## config.mk

```make
export PLATFORM = sky130hd
export DESIGN_NAME = alu_arbiter
export DESIGN_NICKNAME = d
export VERILOG_FILES = /design/src/rtl/alu_arbiter.sv
export SDC_FILE = /design/constraint.sdc
export NUM_CORES = 1
export LEC_CHECK = 0
export CELL_PAD_IN_SITES_DETAIL_PLACEMENT = 2
export CELL_PAD_IN_SITES_GLOBAL_PLACEMENT = 2
export CORE_ASPECT_RATIO = 1.75
export CORE_UTILIZATION = 23
export CTS_CLUSTER_DIAMETER = 100
export DETAILED_ROUTE_END_ITERATION = 8
export PLACE_DENSITY_LB_ADDON = 0.1
export SLEW_MARGIN = 20
export SYNTH_ARGS = -nofsm -noshare
export SYNTH_HDL_FRONTEND = slang
export SYNTH_SLANG_ARGS = --single-unit
```

## constraint.sdc

```tcl
create_clock -name clk -period 3.7 [get_ports clk]
set_input_delay 0.74 -clock clk [delete_from_list [all_inputs] [get_ports clk]]
set_output_delay 0.74 -clock clk [all_outputs]
set_load 0.03 [all_outputs]
```

## src/rtl/alu_arbiter.sv

```systemverilog
// alu_arbiter: round-robin arbiter and sequencer that shares one ALU between
// N_REQ requesters. A winner is granted, its operands are driven to the ALU,
// and the result comes back as a one-cycle rsp_valid pulse to that requester.
// No-op opcodes complete after a single start cycle. The reset opcode pulses
// the ALU's active-low reset for RST_CYCLES cycles.
// Optional feature: define ALU_ARB_TIMEOUT_EN to abort a WAIT that sees no
// alu_done within TIMEOUT cycles. The abort resets the ALU and answers with
// rsp_err=1.
module alu_arbiter #(
  parameter int         N_REQ      = 4,
  parameter logic [2:0] NOP_OPC    = 3'b000,
  parameter logic [2:0] RST_OPC    = 3'b111,
  parameter int         RST_CYCLES = 2,
  parameter int         TIMEOUT    = 64
) (
  input  logic                 clk,
  input  logic                 rst,
  input  logic [N_REQ-1:0]     req,
  input  logic [8*N_REQ-1:0]   req_a,
  input  logic [8*N_REQ-1:0]   req_b,
  input  logic [3*N_REQ-1:0]   req_op,
  output logic [N_REQ-1:0]     gnt,
  output logic [N_REQ-1:0]     rsp_valid,
  output logic [15:0]          rsp_result,
  output logic                 rsp_err,
  output logic                 busy,
  output logic [7:0]           alu_a,
  output logic [7:0]           alu_b,
  output logic [2:0]           alu_op,
  output logic                 alu_start,
  output logic                 alu_rst_n,
  input  logic                 alu_done,
  input  logic [15:0]          alu_result
);

  localparam int IW = (N_REQ > 1) ? $clog2(N_REQ) : 1;
  localparam int CW = $clog2(TIMEOUT + RST_CYCLES + 1);

  typedef enum logic [1:0] {IDLE, WAIT, NOP, ARST} state_t;

  state_t          state;
  logic [IW-1:0]   ptr;
  logic [IW-1:0]   win_q;
  logic [IW-1:0]   win_idx;
  logic [IW-1:0]   cand;
  logic            found;
  logic [CW-1:0]   cnt;

  logic [7:0]      a_arr  [N_REQ];
  logic [7:0]      b_arr  [N_REQ];
  logic [2:0]      op_arr [N_REQ];

`ifdef ALU_ARB_TIMEOUT_EN
  logic            abort_q;
`endif

  function automatic logic [N_REQ-1:0] onehot(input logic [IW-1:0] idx);
    onehot = '0;
    onehot[idx] = 1'b1;
  endfunction

  for (genvar g = 0; g < N_REQ; g++) begin : g_unpack
    assign a_arr[g]  = req_a[8*g +: 8];
    assign b_arr[g]  = req_b[8*g +: 8];
    assign op_arr[g] = req_op[3*g +: 3];
  end

  // Rotating search: first active request after the last winner, with wrap
  always_comb begin
    found   = 1'b0;
    win_idx = '0;
    cand    = ptr;
    for (int i = 0; i < N_REQ; i++) begin
      cand = (cand == IW'(N_REQ - 1)) ? '0 : cand + 1'b1;
      if (!found && req[cand]) begin
        found   = 1'b1;
        win_idx = cand;
      end
    end
  end

  // Sequencer FSM: grant, drive the ALU, wait or count, then respond
  always_ff @(posedge clk) begin
    if (rst) begin
      state      <= IDLE;
      ptr        <= IW'(N_REQ - 1);
      win_q      <= '0;
      cnt        <= '0;
      gnt        <= '0;
      rsp_valid  <= '0;
      rsp_result <= '0;
      busy       <= 1'b0;
      alu_a      <= '0;
      alu_b      <= '0;
      alu_op     <= NOP_OPC;
      alu_start  <= 1'b0;
      alu_rst_n  <= 1'b0;
`ifdef ALU_ARB_TIMEOUT_EN
      abort_q    <= 1'b0;
      rsp_err    <= 1'b0;
`endif
    end else begin
      gnt       <= '0;
      rsp_valid <= '0;
      case (state)
        IDLE: begin
          alu_rst_n <= 1'b1;
          if (found) begin
            ptr    <= win_idx;
            win_q  <= win_idx;
            gnt    <= onehot(win_idx);
            alu_a  <= a_arr[win_idx];
            alu_b  <= b_arr[win_idx];
            alu_op <= op_arr[win_idx];
            busy   <= 1'b1;
            cnt    <= '0;
`ifdef ALU_ARB_TIMEOUT_EN
            abort_q <= 1'b0;
`endif
            if (op_arr[win_idx] == RST_OPC) begin
              state     <= ARST;
              alu_rst_n <= 1'b0;
              alu_start <= 1'b0;
            end else if (op_arr[win_idx] == NOP_OPC) begin
              state     <= NOP;
              alu_start <= 1'b1;
            end else begin
              state     <= WAIT;
              alu_start <= 1'b1;
            end
          end
        end
        WAIT: begin
          if (alu_done) begin
            alu_start  <= 1'b0;
            rsp_result <= alu_result;
            rsp_valid  <= onehot(win_q);
            busy       <= 1'b0;
            state      <= IDLE;
`ifdef ALU_ARB_TIMEOUT_EN
            rsp_err    <= 1'b0;
          end else if (cnt == CW'(TIMEOUT - 1)) begin
            // Hung ALU: drop start and reuse the reset sequence to recover it
            alu_start <= 1'b0;
            alu_rst_n <= 1'b0;
            abort_q   <= 1'b1;
            cnt       <= '0;
            state     <= ARST;
          end else begin
            cnt <= cnt + 1'b1;
`endif
          end
        end
        NOP: begin
          alu_start  <= 1'b0;
          rsp_result <= alu_result;
          rsp_valid  <= onehot(win_q);
          busy       <= 1'b0;
          state      <= IDLE;
`ifdef ALU_ARB_TIMEOUT_EN
          rsp_err    <= 1'b0;
`endif
        end
        ARST: begin
          if (cnt == CW'(RST_CYCLES - 1)) begin
            alu_rst_n  <= 1'b1;
            rsp_result <= '0;
            rsp_valid  <= onehot(win_q);
            busy       <= 1'b0;
            state      <= IDLE;
`ifdef ALU_ARB_TIMEOUT_EN
            rsp_err    <= abort_q;
`endif
          end else begin
            cnt <= cnt + 1'b1;
          end
        end
        default: state <= IDLE;
      endcase
    end
  end

`ifndef ALU_ARB_TIMEOUT_EN
  assign rsp_err = 1'b0;
`endif

endmodule

```

# Word-level counts from Yosys, hierarchy flattened
# Cells that the tools add are included.
word_totals:
  regBits: 59
  in_bits: 99
  wordCells: 121
op_classes:
  n_bitwise: 3
  n_reduce_logical: 20
  add_sub_neg: 5
  eq_ne: 13
  n_lt_le_gt_ge: 9
  n_mux: 58
op_table:
  columns: ["op", "count"]
  rows:
  - ["case mux 16 bit (3 select lines)", 1]
  - ["binary-select mux 8 bit (select 2 bit)", 2]
  - ["two-way mux 16 bit", 2]
  - ["two-way mux 8 bit", 4]
  - ["two-way mux 2 bit", 13]
  - ["< comparator 2 x 3 -> 1 bit, second input constant", 6]
  - ["two-way mux 1 bit", 17]
  - ["two-way mux 7 bit", 2]
  - ["case mux 7 bit (2 select lines)", 1]
  - ["equality test 2 bit, second input constant", 6]
  - ["case mux 4 bit (3 select lines)", 1]
  - ["AND reduction 3 bit", 4]
  - ["adder 2 x 1 -> 2 bit, second input constant", 4]
  - ["binary-select mux 1 bit (select 2 bit)", 4]
  - ["two-way mux 4 bit", 2]
  - ["!= test 2 bit, second input constant", 4]
  - ["case mux 2 bit (4 select lines)", 1]
  - ["adder 7 x 1 -> 7 bit, second input constant", 1]
  - ["equality test 7 x 1 -> 1 bit, second input constant", 1]
  - ["binary-select mux 3 bit (select 2 bit)", 1]
  - ["two-way mux 3 bit", 2]
  - ["nonzero test 3 bit", 2]
  - ["logical AND 1 bit", 5]
  - ["demux 1 bit (select 2 bit)", 2]
  - ["15 further kinds", 20]

# Depth between registers and ports, before layout
# Gate-level depths: netlist of run 1.
logic_depth:
  word_depth: 23
  mapped_depth: 13

# Least setup slack after synthesis of run 1
# No wires, ideal clock.
synth_timing:
  kind: "input to register"
  startpoint: "input req[0]"
  endpoint: "register state[1]"
  setup_ns: 0.096
  path_stages: 9
  slack_ns: 0.571
  arrival_time_ns: 3.033
  n_path_buf: 1
  path_cell_list: "clkbuf_1 mux2i_1 or3b_1 a211oi_2 o221ai_2 a22oi_2 mux4_2 mux2i_1 o41ai_2"
synth_between:
  elab_chain_cells: 21
synth_rtl:
  columns: ["element", "line_no", "rtl"]
  rows:
  - ["start, declared", "18", "input logic [N_REQ-1:0] req,"]
  - ["binary-select mux 1 bit (select 2 bit)", "75", "if (!found && req[cand]) begin"]
  - ["two-way mux 1 bit (implied by the code)", "75", null]
  - ["two-way mux 1 bit", "75", null]
  - ["logical NOT 1 bit", "75", null]
  - ["logical AND 1 bit", "75", null]
  - ["two-way mux 1 bit", "75", null]
  - ["logical NOT 1 bit", "75", null]
  - ["logical AND 1 bit", "75", null]
  - ["[... 4 more ...]", null, null]
  - ["NOT 2 -> 3 bit (implied by the code)", "120, 124", null]
  - ["binary-select mux 3 bit (select 2 bit)", "120, 124", null]
  - ["two-way mux 3 bit (implied by the code) (2 in a row)", "120, 124", null]
  - ["logical NOT 3 bit", "124", "end else if (op_arr[win_idx] == NOP_OPC) begin"]
  - ["two-way mux 2 bit", "124", null]
  - ["two-way mux 2 bit", "120", "if (op_arr[win_idx] == RST_OPC) begin"]
  - ["two-way mux 2 bit", "108", "if (found) begin"]
  - ["case mux 2 bit (4 select lines)", "105", "case (state)"]
  - ["end signal, assigned", "121", "state <= ARST;"]
  - ["end signal, assigned", "125", "state <= NOP;"]
  - ["end signal, assigned", "128", "state <= WAIT;"]
  - ["end, declared", "41", "state_t state;"]
# Several ways; a longest one is shown, not always the timed one. The select of a mux whose other input is x is not followed.
# A chain may end at the register's enable or synchronous reset.

# Worst setup path after layout of run 1
# Ends and elaborated chain as after synthesis.

==> impl_metrics.json, run 1 <==
{
  "route.met3.wl_um": 498,
  "post_synth_num_cell_types": 52,
  "finalCritPeriodShare_pct": 92.8,
  "ys_seq_elements": 59,
  "skew_ps": 5.21,
  "fmax_ghz": 0.291,
  "row_count": 58,
  "vdd_ir_drop_max_uv": 405,
  "overflow": 0,
  "yosysSeqAreaShare_pct": 34.6,
  "leakagePower_nw": 2.08,
  "layout_common_cells": "143 x clkdlybuf4s50_1, 78 x nand2_1, 59 x dfxtp_1",
  "tns_ps": 0,
  "slew_headroom_pct": 54.9,
  "antenna_found_initial": 0,
  "syn_to_final_growth_pct": 58.3,
  "synthArstFlopShare_pct": 0,
  "dr.pass1.iters": 4,
  "synth_edf_count": 0,
  "fin_nets": 667,
  "via_per_inst": 5.00,
  "clk_path_buf_depth": 2,
  "cts_tree": "yes",
  "antenna_cells": 0,
  "dp_hpwl_um": 10700,
  "p_clk_share_pct": 16.9,
  "yosys_warnings": 0,
  "whs_ps": 462,
  "rsz0062_at_grt": "false",
  "hold_viol_final": 0,
  "place_ws_ps": -59.5,
  "synth_nets": 530,
  "met1_length_um": 5220,
  "finalPower_w": 0.00543,
  "dr.max_layer_used": "met4",
  "start_util_pct": 23.6,
  "combinationalPowerShare_pct": 65.8,
  "p_per_area_mw_per_mm2": 1010,
  "synthCells": 424,
  "hold_buffers": 0,
  "drc": 0,
  "first_iter_violations": 87,
  "grt_pass1_vias": 4114,
  "post_cts_buffers": 0,
  "tightest_slew_ps": 676,
  "pwr-share-seq_pct": 17.4,
  "die-height_um": 163,
  "postRouteAntennaNets": 0,
  "netlist_area_mm2": 0.00341,
  "required_ps": 3930,
  "h-tree-depth": 3,
  "crit_path_end_kind": "register",
  "p_switching_w": 0.00253,
  "synth_ff_type": "dfxtp_1",
  "root_buffer": "clkbuf_16",
  "hp-class": "register to register",
  "arrival_ps": 3660,
  "drive_gt1_share_pct": 9.89,
  "cts_resized": 0,
  "drv_cap": 0,
  "wl_per_cell_um": 18.5,
  "crit_type": "primary input to register",
  "drt_wl_total_um": 13800,
  "internal_power_w": 0.00290,
  "grt_pass1_wl_um": 21700,
  "numCtsBuffers": 9,
  "dieWidth_um": 94.0,
  "slew_violations": 0,
  "num_vias": 3729,
  "setup_viol": 0,
  "min_period_ps": 3430,
  "wl_met2_um": 7860,
  "clock-sinks": 59,
  "grtUsageTotal_pct": 18.5,
  "finalInstanceArea_mm2": 0.00540,
  "fin_ws_ps": 266,
  "place_area_mm2": 0.00507,
  "clk_pin_slew_ps": 60,
  "port_buffers": 144,
  "swShare_pct": 46.7,
  "worst-path-max-fanout": 5,
  "dieArea_mm2": 0.0153,
  "coreArea_mm2": 0.0144,
  "cp-start-kind": "primary input",
  "final_common_cell": "clkdlybuf4s50_1",
  "grt_max_degree": 45,
  "insertion_delay_ps": 330,
  "gp_congestion": 0.815,
  "syn_avg_cell_area_um2": 8.04,
  "io_pins": 146,
  "status": "completed"
}
-- through the flow --
| stage | utilization (%) | std cells |
|---|---|---|
| after CTS | 37.4 | 746 |
| after detailed placement | 35.1 | 730 |
| after global routing | 37.4 | 746 |
| after floorplan | - | 424 |
| final | 37.4 | 746 |
| after global placement | 35.1 | 730 |
-- Yosys cell counts (all sizes together), types with 2 or more instances --
cell type	count	area (µm²)
nand2	78	293
dfxtp	59	1180
nor2	40	150
inv	30	113
a21oi	28	140
clkbuf	26	97.6
a211oi	20	155
a221oi	18	158
a22oi	18	145
a311o	18	180
buf	13	106
mux2i	9	90.1
ha	7	87.6
o21ai	6	30.0
mux2	5	56.3
nor4	4	25.0
a211o	3	26.3
a21o	3	22.5
mux4	3	67.6
xor2	3	26.3
a41oi	2	17.5
and4	2	17.5
nand2b	2	12.5
nand3	2	10.0
nor3	2	10.0
o21bai	2	15.0
xnor2	2	17.5
-- critical path: stages --
cell and delay, ps:
clkdlybuf4s50_1 490, mux2i_1 230, or3b_1 420, a211oi_2 300
buf_4 170, o21ai_2 70, a22oi_2 200, mux4_2 600
mux2i_1 160, o41ai_2 270
-- logic make-up (layout without fill, tap and decap cells) --
kind of cell,after synthesis,in the layout,share of synthesized area [%]
muxes,17,17,6.28
adders and majority gates,7,7,2.57
xor gates and xnor gates,5,5,1.28
and+or+nand+nor,139,139,17.1
buffers and inverters,69,211,9.28
AOI/OAI and AO/OA,127,127,28.7
other,1,1,0.110
DFF,59,59,34.6
-- area by class of cell --
cell class              count  area [µm²]
repair buffers            165        1620
clock inverters             6        88.8
multi-input cells         296        1930
flip-flops and latches     59        1180
inverters                  30         113
well taps                 180         225
fillers                  1645        9040
clock buffers              10         239
-- final timing paths --
kind	start	to	slack [ps]	cells past startpoint
worst max-delay path	req[0]	state[1]	270	10
worst min-delay path	alu_op[1]	alu_op[1]	460	2
worst max register to register	ptr[0]	state[1]	420	10
worst min register to register	alu_op[1]	alu_op[1]	460	2
-- state kept, by name (all words and copies together), names as in the netlist --
register and count:
alu_op 3, alu_start 1, ptr 2, rsp_valid 4, win_q 2, rsp_result 16, gnt 4, cnt 7
busy 1, alu_rst_n 1, alu_a 8, alu_b 8, state 2
-- power groups by stage --
stage | clock network (W) | logic, W | registers, W
after floorplan | 0 | 0.00220 | 0.00122
after detailed placement | 0 | 0.00363 | 0.000955
after global routing | 0.000970 | 0.00390 | 0.000964
after global placement | 0 | 0.00353 | 0.000950
after CTS | 0.000943 | 0.00364 | 0.000947
final | 0.000917 | 0.00357 | 0.000943
-- metal layers --
metal | GRT usage [%] | up-vias
li1 | - | 1791
met1 | 19.4 | 1834
met2 | 36.0 | 87
met3 | 3.49 | 17
met4 | 5.66 | 0
met5 | 0 | -
(Power assumes the default switching activity.)
==> run 2, diff against run 1 <==
- TNS_END_PERCENT: not set -> 20
==> results of run 2 <==
The final DEF is identical to that of run 1; final timing and power are the same.
==> run 3, diff against run 2 <==
- CORE_ASPECT_RATIO: 1.75 -> 2
- SLEW_MARGIN: 20 -> not set
==> run 3 against run 2 <==
- combinational power grew 3%
- critical path depth unchanged
- critical path type unchanged
- critical endpoint unchanged
- non-clock buffer count is 1 higher
- sequential cell count stayed put
==> impl_metrics.json, run 3 (synthesis results as in run 1) <==
{
  "vdd_ir_drop_max_uv": 413,
  "final_common_cell": "clkdlybuf4s50_1",
  "tightest_slew_ps": 754,
  "fin_nets": 668,
  "r2r_start": "ptr[0]",
  "whs_endpoint": "alu_b[4]",
  "root_buffer": "clkbuf_16",
  "required_ps": 3940,
  "dieArea_mm2": 0.0153,
  "hold_viol_final": 0,
  "postRouteAntennaNets": 0,
  "crit_chain": "clkdlybuf4s50_1, mux2i_1, or3b_1, a211oi_2, buf_4, o21ai_2, a22oi_2, mux4_2, mux2i_1, o41ai_2",
  "arrival_ps": 3680,
  "insertion_delay_ps": 330,
  "top_register": "rsp_result",
  "syn_to_final_growth_pct": 58.8,
  "finalNonFillerCells": 759,
  "clk_path_buf_depth": 2,
  "multiInputGateArea_mm2": 0.00193,
  "crit_family": "multiplexers",
  "rsz0062_at_grt": "false",
  "port_buffers": 144,
  "whs_ps": 454,
  "drc": 0,
  "numCtsBuffers": 9,
  "dp_hpwl_um": 11100,
  "start_util_pct": 23.6,
  "antenna_cells": 0,
  "overflow": 0,
  "slew_headroom_pct": 49.3,
  "grt_pass1_wl_um": 22100,
  "drv_cap": 0,
  "drive_gt1_share_pct": 10.1,
  "die-height_um": 174,
  "fin_ws_ps": 261,
  "drt_wl_total_um": 14300,
  "r2r_slack_ps": 360,
  "via_per_inst": 4.95,
  "row_count": 62,
  "coreArea_mm2": 0.0144,
  "layout_common_cells": "143 x clkdlybuf4s50_1, 78 x nand2_1, 59 x dfxtp_1",
  "place_ws_ps": -98.1,
  "hp-class": "register to register",
  "rr_endpoint": "state[1]",
  "antenna_found_initial": 0,
  "first_iter_violations": 78,
  "tns_ps": 0,
  "fmax_ghz": 0.291,
  "grt_max_degree": 37,
  "crit_slowest_cell": "mux4_2",
  "cp-start-kind": "primary input",
  "hold_path_depth": 2,
  "post_cts_buffers": 0,
  "finish.utilization_pct": 37.5,
  "max_stage_delay_ps": 600,
  "clk_pin_slew_ps": 60,
  "io_pins": 146,
  "reg_top3": "rsp_result x16, alu_a x8, alu_b x8",
  "grtUsageTotal_pct": 19.2,
  "num_vias": 3754,
  "hold_buffers": 0,
  "finalCritPeriodShare_pct": 92.9,
  "wl_per_cell_um": 18.8,
  "cts_resized": 0,
  "post-place-cells": 743,
  "skew_ps": 5.10,
  "slew_violations": 0,
  "largest_reg_flops": 16,
  "gp_congestion": 0.831,
  "status": "completed",
  "path_buf_inv": 2,
  "h-tree-depth": 3,
  "worst-path-max-fanout": 5,
  "leakagePower_nw": 2.08,
  "dr.pass1.iters": 4,
  "grt_pass1_vias": 4128,
  "cts_tree": "yes",
  "crit_type": "primary input to register",
  "fillers": 1685,
  "p_per_area_mw_per_mm2": 1020,
  "cp_common_cell": "mux2i_1",
  "clock-sinks": 59,
  "min_period_ps": 3440,
  "dieWidth_um": 88.1,
  "crit_path_end_kind": "register",
  "register_area_mm2": 0.00118,
  "setup_viol": 0,
  "hp-start": "alu_b[4]",
  "reg2reg_depth": 10
}
==> run 3: cell count changes in the layout (fill, tap and decap cells not counted) <==
cell / change
clkbuf_8: -1
clkinv_2: -1
bufinv_16: -1
clkinvlp_4: -1
buf_12: +1
inv_8: +1
inv_6: +3
==> run 3: worst register-to-register path: stages, from the launching register on <==
cell and delay (ps):
dfxtp_1 310, ha_1 440, o21a_1 210, or3b_1 430
a211oi_2 350, buf_4 180, o21ai_2 70, a22oi_2 210
mux4_2 600, mux2i_1 160, o41ai_2 270
==> run 3: through the flow <==
step / power (W) / instance area (µm²)
5_1_grt: 0.00591 / 5420
6_report: 0.00550 / 5420
3_5_place_dp: 0.00468 / 5110
3_3_place_gp: 0.00459 / 5110
2_1_floorplan: 0.00341 / 3410
4_1_cts: 0.00560 / 5420
==> run 3: where the power goes <==
part / switching [W] / leakage, nW / internal [W]
clock: 0.000345 / 0.149 / 0.000534
combinational: 0.00216 / 1.45 / 0.00153
sequential: 0.000107 / 0.484 / 0.000829
==> run 3: how the worst max path moves through the flow <==
stage,endpoint,startpoint,cells past startpoint
6_report,state[1],req[1],10
5_1_grt,state[1],req[1],10
4_1_cts,state[1],req[1],10
3_5_place_dp,state[1],req[1],10
3_3_place_gp,state[1],req[0],10
2_1_floorplan,state[1],req[0],9
==> run 3: final cells by class <==
cell class / count / area share, %
Multi-Input combinational cell: 296 / 35.7
Clock inverter: 7 / 1.55
Sequential cell: 59 / 21.8
Clock buffer: 9 / 4.16
Tap cell: 192 / 4.44
Inverter: 30 / 2.08
Timing Repair Buffer: 166 / 30.3
==> run 3: routing by layer <==
metal | global-route usage [%] | vias up | wire length (µm)
met5 | 0 | - | 0
met4 | 6.92 | 0 | 303
met3 | 3.42 | 16 | 482
met2 | 37.1 | 85 | 8240
met1 | 19.5 | 1856 | 5250
li1 | - | 1797 | -
==> patch 1, RTL diff (flow settings as in run 1) <==
Re-encode `state_t` (4 states) as one-hot, 4 bits wide.
--- a/src/rtl/alu_arbiter.sv
+++ b/src/rtl/alu_arbiter.sv
@@ -38,3 +38,3 @@
 
-  typedef enum logic [1:0] {IDLE, WAIT, NOP, ARST} state_t;
+  typedef enum logic [3:0] {IDLE = 4'b0001, WAIT = 4'b0010, NOP = 4'b0100, ARST = 4'b1000} state_t;
 
Check against the original RTL: no difference found for any inputs over 4 cycles, from zero or initial values and one cycle with rst high; so few cycles prove little.
==> patch 1 against run 1 <==
- critical path depth shrank 2
- final area down 7.9%
- die area shrank 12%
- register-to-register slack improved by 0.44 ns
- wire length is 15% lower
- area after synthesis fell by 13%
- total power fell by 31%
- clock skew is essentially flat
- hold slack got worse by 0.011 ns
- first-iteration DRC count is 56% lower
- final cell count fell by 3.6%
- sequential cell count is 2 higher
- non-clock buffer count fell by 11
- worst setup slack improved by 0.46 ns
- highest routed layer unchanged
==> patch 1: results (changes against run 1) <==
* Number of buffers added on ports at 144 (unchanged)
* Non-filler instance count after layout at 719 (-3.6%)
* Final critical-path share of the clock period at 0.803 (-0.126)
* Critical hold path startpoint: rsp_result[12]$_SDFFE_PP0P_
* GRT Overall Usage at 0.180 (-0.00533)
* Share of cells above drive strength 1 at 0.0690 (-0.0300)
* Leak at 1.89 nW (-8.9%)
* Drt total wl at 11.8 mm (-15%)
* Synth area leaders: dfxtp_1 41%, nand2_1 14%, nand3_1 11%
* Filler cells at 1464 (-11%)
* Mapped Avg Cell Area at 7.25 sq um (-9.8%)
* Iteration-0 DRC Markers at 38 (-56%)
* R2r setup slk at 0.86 ns (+0.44 ns)
* Register area share after synthesis at 0.410 (+0.0631)
* Inst Count DP at 703 (-3.7%)
* Pre-CTS setup slack at 0.385 ns (+0.444 ns)
* Worst R2R Path Depth at 8 (-2)
* FF-to-FF End: alu_rst_n$_SDFFE_PP0P_
* Clk_skew at 0.00521 ns (+0.00000560 ns)
* Area of the multi-input gates at 1640 sq um (-15%)
* Global-route wire length before repair at 18.4 mm (-15%)
* Cell area after placement at 4600 sq um (-9.4%)
* CP Max Fanout at 7 (+2)
* Largest net degree at the start of global routing at 42 (-6.7%)
* Hold EP: rsp_result[12]$_SDFFE_PP0P_
* Relative slew slack at 0.476 (-0.0735)
* Post-synth cell types at 45 (-13%)
* WHS at 0.451 ns (-0.0106 ns)
* Post-synth top cells: 113 x nand2_1, 68 x nand3_1, 61 x dfxtp_1
* Final Net Count at 648 (-2.8%)
* Outcome: completed
==> patch 1: cell types whose count changed after synthesis, sizes merged, moves of 4 or more <==
cell / delta
o21ai: -4
a21oi: +16
inv: -25
nand3: +66
nand2: +35
a311o: -18
a221oi: -18
a211oi: -20
nor3: +8
nor2: -21
buf: -6
a22oi: -18
ha: -4
==> patch 1: per-layer routing <==
| metal | routed length [microns] | vias up | track usage | share of wire |
|---|---|---|---|---|
| met5 | 0 | - | 0 | 0 |
| met4 | 235 | 0 | 0.0622 | 0.020 |
| met3 | 552 | 14 | 0.0385 | 0.047 |
| met2 | 6950 | 91 | 0.363 | 0.59 |
| met1 | 4020 | 1592 | 0.167 | 0.34 |
| li1 | - | 1666 | - | - |
==> patch 1: cell families (layout without fill, tap and decap cells) <==
family,after synthesis,count (layout),share of synthesized area
buf+inv,35,175,0.0487
fa+ha+maj,3,3,0.0126
other cells,1,1,0.00126
flops,61,61,0.410
mux,12,12,0.0428
simple gates,230,230,0.344
compound gates,63,63,0.123
xor+xnor,6,6,0.0176
==> patch 1: layout make-up <==
type | count | share of cell area
clock buffer | 10 | 0.0481
clock inverter | 6 | 0.0269
inverter | 5 | 0.00378
multi-input combinational | 315 | 0.329
sequential | 61 | 0.246
tap | 168 | 0.0423
timing repair buffer | 154 | 0.304
==> patch 1: power breakdown <==
group / leakage (nW) / switching [mW] / total [mW] / internal, mW
clock: 0.183 / 0.306 / 1.05 / 0.744
sequential: 0.498 / 0.108 / 0.909 / 0.801
combinational: 1.21 / 1.08 / 1.79 / 0.702
total: 1.89 / 1.50 / 3.75 / 2.25
==> patch 1: critical path, cell delays in order <==
cell             delay, ns
clkdlybuf4s50_1       0.45
or2b_1                0.27
o21a_1                0.17
a21boi_2              0.41
mux2i_1               0.16
mux2_2                0.34
or4_4                 0.50
and2_4                0.15
==> patch 2, RTL diff (flow settings as in run 1) <==
Without the edit above. Set the parameter `TIMEOUT` to 256 (it was 64).
--- a/src/rtl/alu_arbiter.sv
+++ b/src/rtl/alu_arbiter.sv
@@ -13,3 +13,3 @@
   parameter int         RST_CYCLES = 2,
-  parameter int         TIMEOUT    = 64
+  parameter int         TIMEOUT    = 256
 ) (
Behaviour: no difference found for any inputs over 4 cycles, from zero or initial values and one cycle with rst high; that may be too few to reach the edited logic, so the function may still have changed.
==> patch 2 against run 1 <==
- worst setup slack improved by 0.42 ns
- sequential cell count is 2 higher
- wire length decreased by 18%
- count of clock-buffer cells in the layout decreased by 1
- die area down 13%
- final area is 8.9% lower
- register-to-register slack improved by 0.33 ns
- area after synthesis decreased by 13%
- sequential share of layout area up 3.0 points
- final cell count fell by 5.2%
- total power decreased by 24%
==> patch 2: results (changes against run 1) <==
* Outcome: completed
* Post-synth top cells: 103 x nand2_1, 61 x dfxtp_1, 50 x nand3_1
* P_sw at 1.80 mW (-29%)
* Clk_skew at 0.00591 ns (+0.000705 ns)
* Global-route wire length before repair at 18.2 mm (-16%)
* Met1 Resource Use GR at 0.162 (-0.0322)
* Syn Nets at 505 (-4.7%)
* M1 WL at 3.81 mm (-27%)
* GP Congestion at 0.778 (-4.5%)
* Hold EP: alu_b[3]$_SDFFE_PP0P_
* GRT Overall Usage at 0.178 (-0.00700)
* Critical path startpoint: req[2]
* Leak at 1.91 nW (-8.0%)
* Worst R2R Path Depth at 9 (-1)
* R2r setup slk at 0.75 ns (+0.33 ns)
* Max IR drop VDD at 0.262 mV (-35%)
* Max clock buf depth at 2 (unchanged)
* Relative slew slack at 0.608 (+0.0593)
* Synth area leaders: dfxtp_1 41%, nand2_1 13%, nand3_1 8.4%
* Critical Path AT at 3.23 ns (-0.43 ns)
* Sequential power at 0.969 mW (+2.8%)
* Met3 global-route usage at 0.0336 (-0.00133)
* Vias in the first global route at 3741 (-9.1%)
* Final Net Count at 641 (-3.9%)
* Share of cells above drive strength 1 at 0.0631 (-0.0359)
* Combinational power at 2.25 mW (-37%)
* Register area share after synthesis at 0.412 (+0.0652)
* Largest net degree at the start of global routing at 38 (-16%)
* Wirelength per Cell at 16.1 microns (-13%)
* Critical hold path startpoint: alu_b[3]$_SDFFE_PP0P_
* Vias/cell at 4.79 (-4.1%)
* Iteration-0 DRC Markers at 71 (-18%)
* Placed wire-length estimate at 8.75 mm (-18%)
* Met2 Wirelength at 6.72 mm (-15%)
* CP Max Fanout at 37 (+32)
* Cell count of the worst hold path at 2 (unchanged)
* Filler cells at 1451 (-12%)
* Post-synth cell types at 42 (-19%)
* Critical Path Sink: alu_rst_n$_SDFFE_PP0P_
==> patch 2: cell count changes after synthesis, moves of 4 or more <==
cell	before	now
a221oi_1	18	0
a311o_1	18	1
buf_6	5	0
buf_1	0	4
nand3_1	2	50
nor2_1	40	32
inv_1	30	5
nand2_1	78	103
a21oi_1	28	33
a211oi_1	19	1
mux2i_1	9	2
==> patch 2: worst max-delay path, cell delays in order <==
cell and delay [ns]:
clkdlybuf4s50_1 0.60, nand2b_1 0.10, a21oi_1 0.29, a311o_2 0.20
buf_4 0.35, a21oi_1 0.08, a22oi_1 0.40, nand3_1 0.19
o31a_1 0.28
==> patch 2: through the flow <==
stage	hold slack, ns	area [sq um]	setup slack [ns]	std cells	power (mW)
2_1_floorplan	0.430	2970	1.19	398	2.40
3_3_place_gp	0.444	4590	0.487	691	3.19
3_5_place_dp	0.451	4590	0.320	691	3.28
4_1_cts	0.459	4920	0.688	707	4.22
5_1_grt	0.478	4920	0.504	707	4.45
6_report	0.456	4920	0.691	707	4.12
==> patch 2: area by class of cell <==
cell class	count	area (sq um)	share of cell area
well taps	168	210	0.0427
multi-input cells	303	1630	0.332
clock inverters	7	100	0.0204
inverters	5	18.8	0.00382
clock buffers	9	225	0.0458
flip-flops and latches	61	1220	0.248
repair buffers	154	1510	0.307
==> patch 2: cells by family after synthesis <==
group                    after synthesis  share of synthesized area
XOR/XNOR                               5                     0.0148
other                                  1                    0.00126
buffers and inverters                 34                     0.0447
AO/OA/AOI/OAI                         69                      0.151
multiplexers                           4                     0.0181
flip-flops                            61                      0.412
AND/OR/NAND/NOR                      216                      0.325
adder cells (fa/ha/maj)                8                     0.0337
